`config.mk`:
```
export PLATFORM = sky130hd
export DESIGN_NAME = data_ram_ctrl
export DESIGN_NICKNAME = d
export VERILOG_FILES = /design/src/rtl/data_ram_ctrl.sv
export SDC_FILE = /design/constraint.sdc
export NUM_CORES = 1
export LEC_CHECK = 0
export ABC_AREA = 0
export BUFFER_PORTS_ARGS = -buffer_cell sky130_fd_sc_hd__buf_2
export CAP_MARGIN = 20
export CORE_UTILIZATION = 50
export CTS_BUF_LIST = sky130_fd_sc_hd__clkbuf_8
export DETAILED_ROUTE_END_ITERATION = 10
export PLACE_DENSITY_LB_ADDON = 0.12
export REMOVE_ABC_BUFFERS = 1
export SKIP_CTS_REPAIR_TIMING = 1
export SLEW_MARGIN = 20
export SYNTH_ARGS = -nofsm -noshare
export SYNTH_HDL_FRONTEND = slang
export SYNTH_SLANG_ARGS = --single-unit
export TNS_END_PERCENT = 30
```
`constraint.sdc`:
```
create_clock -name clk -period 4.6 [get_ports clk]
set_clock_uncertainty 0.05 [all_clocks]
set_input_delay 0.92 -clock clk [delete_from_list [all_inputs] [get_ports clk]]
set_output_delay 0.92 -clock clk [all_outputs]
set_load 0.02 [all_outputs]
```
`src/rtl/data_ram_ctrl.sv`:
```
// Data-memory responder: serialises word/half/byte accesses from the core onto a
// byte-wide synchronous-read RAM, with a busy/done handshake for stalling.
module data_ram_ctrl #(
  parameter int unsigned ADDR_WIDTH = 17
) (
  input  logic                  clk,
  input  logic                  rst,
  input  logic                  ce,
  input  logic                  re,
  input  logic [31:0]           raddr,
  input  logic                  we,
  input  logic [31:0]           waddr,
  input  logic [31:0]           wdata,
  input  logic [1:0]            size,
  output logic [31:0]           rdata,
  output logic                  busy,
  output logic                  done,
  output logic [ADDR_WIDTH-1:0] mem_a,
  output logic [7:0]            mem_dout,
  output logic                  mem_wr,
  input  logic [7:0]            mem_din
);

  typedef enum logic [1:0] {IDLE, RD, RD_LAST, WR} state_t;

  state_t      state, state_nxt;
  logic [1:0]  cnt, last, last_in;
  logic [23:0] wbuf, rbuf;
  logic        accept_wr, accept_rd;

  assign last_in = (size == 2'b00) ? 2'd0 : (size == 2'b01) ? 2'd1 : 2'd3;

  generate
    if (ADDR_WIDTH < 32) begin : g_trunc
      logic unused_addr_hi;
      assign unused_addr_hi = ^{raddr[31:ADDR_WIDTH], waddr[31:ADDR_WIDTH]};
    end
  endgenerate

  always_ff @(posedge clk or posedge rst) begin
    if (rst) state <= IDLE;
    else     state <= state_nxt;
  end

  always_comb begin
    state_nxt = state;
    busy      = 1'b0;
    done      = 1'b0;
    accept_wr = 1'b0;
    accept_rd = 1'b0;
    case (state)
      IDLE: begin
        if (ce && we) begin
          accept_wr = 1'b1;
          state_nxt = WR;
        end else if (ce && re) begin
          accept_rd = 1'b1;
          state_nxt = RD;
        end
      end
      RD: begin
        busy = 1'b1;
        if (cnt == last) state_nxt = RD_LAST;
      end
      RD_LAST: begin
        busy      = 1'b1;
        done      = 1'b1;
        state_nxt = IDLE;
      end
      WR: begin
        busy = 1'b1;
        if (cnt == last) begin
          done      = 1'b1;
          state_nxt = IDLE;
        end
      end
      default: state_nxt = IDLE;
    endcase
  end

  always_ff @(posedge clk or posedge rst) begin
    if (rst) begin
      cnt      <= '0;
      last     <= '0;
      wbuf     <= '0;
      rbuf     <= '0;
      rdata    <= '0;
      mem_a    <= '0;
      mem_dout <= '0;
      mem_wr   <= 1'b0;
    end else begin
      case (state)
        IDLE: begin
          if (accept_wr) begin
            mem_a    <= waddr[ADDR_WIDTH-1:0];
            mem_dout <= wdata[7:0];
            wbuf     <= wdata[31:8];
            mem_wr   <= 1'b1;
            cnt      <= '0;
            last     <= last_in;
          end else if (accept_rd) begin
            mem_a <= raddr[ADDR_WIDTH-1:0];
            cnt   <= '0;
            last  <= last_in;
          end
        end
        WR: begin
          if (cnt == last) begin
            mem_wr <= 1'b0;
            cnt    <= '0;
          end else begin
            cnt      <= cnt + 2'd1;
            mem_a    <= mem_a + ADDR_WIDTH'(1);
            mem_dout <= wbuf[7:0];
            wbuf     <= {8'h00, wbuf[23:8]};
          end
        end
        RD: begin
          // RAM output lags the address by one cycle, so cnt-1 is the byte arriving now
          case (cnt)
            2'd1:    rbuf[7:0]   <= mem_din;
            2'd2:    rbuf[15:8]  <= mem_din;
            2'd3:    rbuf[23:16] <= mem_din;
            default: ;
          endcase
          if (cnt != last) begin
            cnt   <= cnt + 2'd1;
            mem_a <= mem_a + ADDR_WIDTH'(1);
          end
        end
        RD_LAST: begin
          cnt <= '0;
          case (last)
            2'd0:    rdata <= {24'h000000, mem_din};
            2'd1:    rdata <= {16'h0000, mem_din, rbuf[7:0]};
            default: rdata <= {mem_din, rbuf};
          endcase
        end
        default: ;
      endcase
    end
  end

endmodule

```
==> impl_metrics.csv <==
group,metric,value,unit
run_status,status,"complete, no violations",
floorplan,io_pins,171,
critical_path,cp-start-kind,"flop",
logic_synthesis,yosys_register_bits,112,
route,drtIter0Drc,181,
layout,design_area,6360,sq um
critical_path,endpoint,"done",
logic_synthesis,yosysUniqueCellTypes,51,
critical_path,r2r_slack,2.22,ns
timing,slew_headroom,0.370,
logic_synthesis,synth_edf_count,0,
route,wl,11.6,mm
critical_path,crit_required,3.63,ns
cts,cts_buffer_depth,2,
route,vias_per_cell,5.59,
layout,diodes,0,
critical_path,endpoint_kind,"primary output",
logic_synthesis,async_flop_share,1.00,
timing,setup_viol,0,
layout,nets,722,
run,cap_violations,0,
critical_path,r2r_end,"mem_a[0]",
cts,cts.clk_slew.worst_paths,0.11,ns
critical_path,reg2reg_depth,5,
timing,timing.final.crit_period,3.04,ns
global_routing,grt_pass1_vias,4113,
cts,htree_levels,3,
timing,setup_tns,0,ns
cts,cts-root-buf,"clkbuf_8",
cts,numCtsBuffers,9,
logic_synthesis,synth_seq_area_share,0.514,
logic_synthesis,syn_inst,483,
timing,hold_viol_final,0,
floorplan,dieArea,11300,sq um
critical_path,crit_arrival,2.07,ns
timing,rsz0062_at_grt,"no",
placement,routabilityCongestion,0.838,
route,vias,4174,
cts,clkLatencyLatePin,0.37,ns
layout,drive_above_1_share,0.416,
global_routing,antenna_found_initial,0,
floorplan,dieWidth,106,um
layout,fin_cells,747,
logic_synthesis,yosys.area.top_type,"dfrtp_1",
power_and_ir_drop,p_leak,2.99,nW
global_routing,grt_pass1_wl,19.6,mm
route,drc_errors,0,
route,routedWlPerCell,15.5,um
logic_synthesis,yosysTopAreaCellShare,0.514,
power_and_ir_drop,p_per_area,674,nW/um^2
layout,fin_util,0.608,
critical_path,timing_worst_setup_path_type,"flop to primary output",
global_routing,overflow,0,
layout,syn2layout_area_growth,16.8,%
placement,placed_cells,732,
logic_synthesis,synth_ff_type,"dfrtp_1",
floorplan,rows,37,
logic_synthesis,synth_area,5450,sq um
logic_synthesis,yosysWarnings,0,
route,drt_pass1_iterations,4,
logic_synthesis,syn-mean-instance-area,11.3,sq um
route,ant_nets,0,
placement,placed_cell_area,6190,sq um
critical_path,r2r_start,"state[0]",
critical_path,crit_path_start,"last[0]",
power_and_ir_drop,peakVddDrop,295,uV
timing,tightest_slew,0.945,ns
cts,cts_tree,"built",
global_routing,grt_max_degree,77,
logic_synthesis,synthTopCellsByArea,"dfrtp_1, mux2_2, nand2_1",
critical_path,worstPathMaxFanout,11,
timing,fmax,329,MHz
timing,finalCritPeriodShare,0.661,
global_routing,track_usage,0.217,
floorplan,core_area,10500,sq um
worst_hold_path,hp-class,"flop to flop",
placement,hpwl,7.83,mm
cts,clock-sinks,112,
placement,portBuffers,140,
floorplan,die_y,106,um
timing,final_max_slew_viol_count,0,
floorplan,start_util,0.521,
## Yosys cell counts, types with 3 or more instances
| master | count |
|---|---|
| nand3_1 | 4 |
| dfrtp_1 | 112 |
| buf_2 | 9 |
| buf_6 | 5 |
| a21oi_1 | 12 |
| nand4_1 | 12 |
| nand2_1 | 74 |
| o211a_1 | 5 |
| ha_1 | 4 |
| a2bb2oi_1 | 3 |
| o22ai_1 | 6 |
| a22oi_1 | 4 |
| mux2_2 | 84 |
| mux2i_1 | 17 |
| and4_1 | 4 |
| o21ai_0 | 37 |
| a22o_1 | 8 |
| and3_1 | 3 |
| inv_1 | 6 |
| nor4_1 | 3 |
| nor2_1 | 11 |
| nor3_1 | 5 |
| clkbuf_1 | 16 |
## worst max-delay path, stage by stage (launching register included)
cell,delay [ns]
dfrtp_1,0.58
xnor2_1,0.38
a21o_1,0.40
and2_1,0.19
buf_2,0.16
## kinds of logic (layout without fill, tap and decap cells)
family	Yosys count	after routing	share of synthesized area
xor+xnor	3	3	0.00620
buf+inv	39	167	0.0372
simple gates	126	126	0.107
fa+ha+maj	4	4	0.00919
compound gates	98	98	0.121
flops	112	112	0.514
mux	101	101	0.205
## cells in the final DEF, fill, tap and decap left out, types with 5 or more instances in the layout
master    instances
a21oi_1          12
a22o_1            8
buf_2           140
buf_4             5
clkbuf_8          9
dfrtp_1         112
inv_1             5
mux2_2           84
mux2i_1          17
nand2_1          73
nand4_1          12
nor2_1           11
nor3_1            5
o211a_1           5
o21ai_0          37
o22ai_1           6
## state kept, by name, indices dropped and copies added (netlist names)
signal,count
rbuf,24
wbuf,24
mem_a,17
rdata,32
mem_wr,1
state,2
last,2
mem_dout,8
cnt,2
## per-stage QoR
step                      total power [mW]  hold slack, ns  setup slack [ns]
final                                 4.29           0.434              1.56
after CTS                             4.33           0.440              1.55
after floorplan                       3.16           0.412             0.671
after global routing                  4.60           0.469              1.43
after detailed placement              3.77           0.414              1.66
after global placement                3.69           0.405              1.66
## per-layer routing
| metal | GRT usage | share of wire |
|---|---|---|
| met1 | 0.276 | 0.45 |
| met3 | 0.0460 | 0.048 |
| met2 | 0.368 | 0.49 |
| met4 | 0.0694 | 0.013 |
| met5 | 0 | 0 |
## worst min path at each step
| stage | from | endpoint | slack (ns) | depth (start not counted) |
|---|---|---|---|---|
| floorplan | wbuf[16] | wbuf[16] | 0.41 | 1 |
| global placement | rdata[13] | rdata[13] | 0.40 | 2 |
| detailed placement | rdata[8] | rdata[8] | 0.41 | 2 |
| CTS | rdata[8] | rdata[8] | 0.44 | 2 |
| global route | rdata[3] | rdata[3] | 0.47 | 2 |
| finish | rdata[19] | rdata[19] | 0.43 | 2 |
## where the power goes
part,switching (mW),internal [mW],total (mW)
Combinational,1.11,0.868,1.97
Sequential,0.327,1.44,1.76
Clock,0.348,0.203,0.551
Total,1.78,2.51,4.29
## final cells by class
type,instances,area [sq um]
fillers,915,4100
clock inverters,6,55.1
well taps,136,170
multi-input cells,332,2450
clock buffers,9,124
inverters,7,28.8
repair buffers,145,738
flip-flops and latches,112,2800
Note: power is estimated with default switching activity, not from simulation.
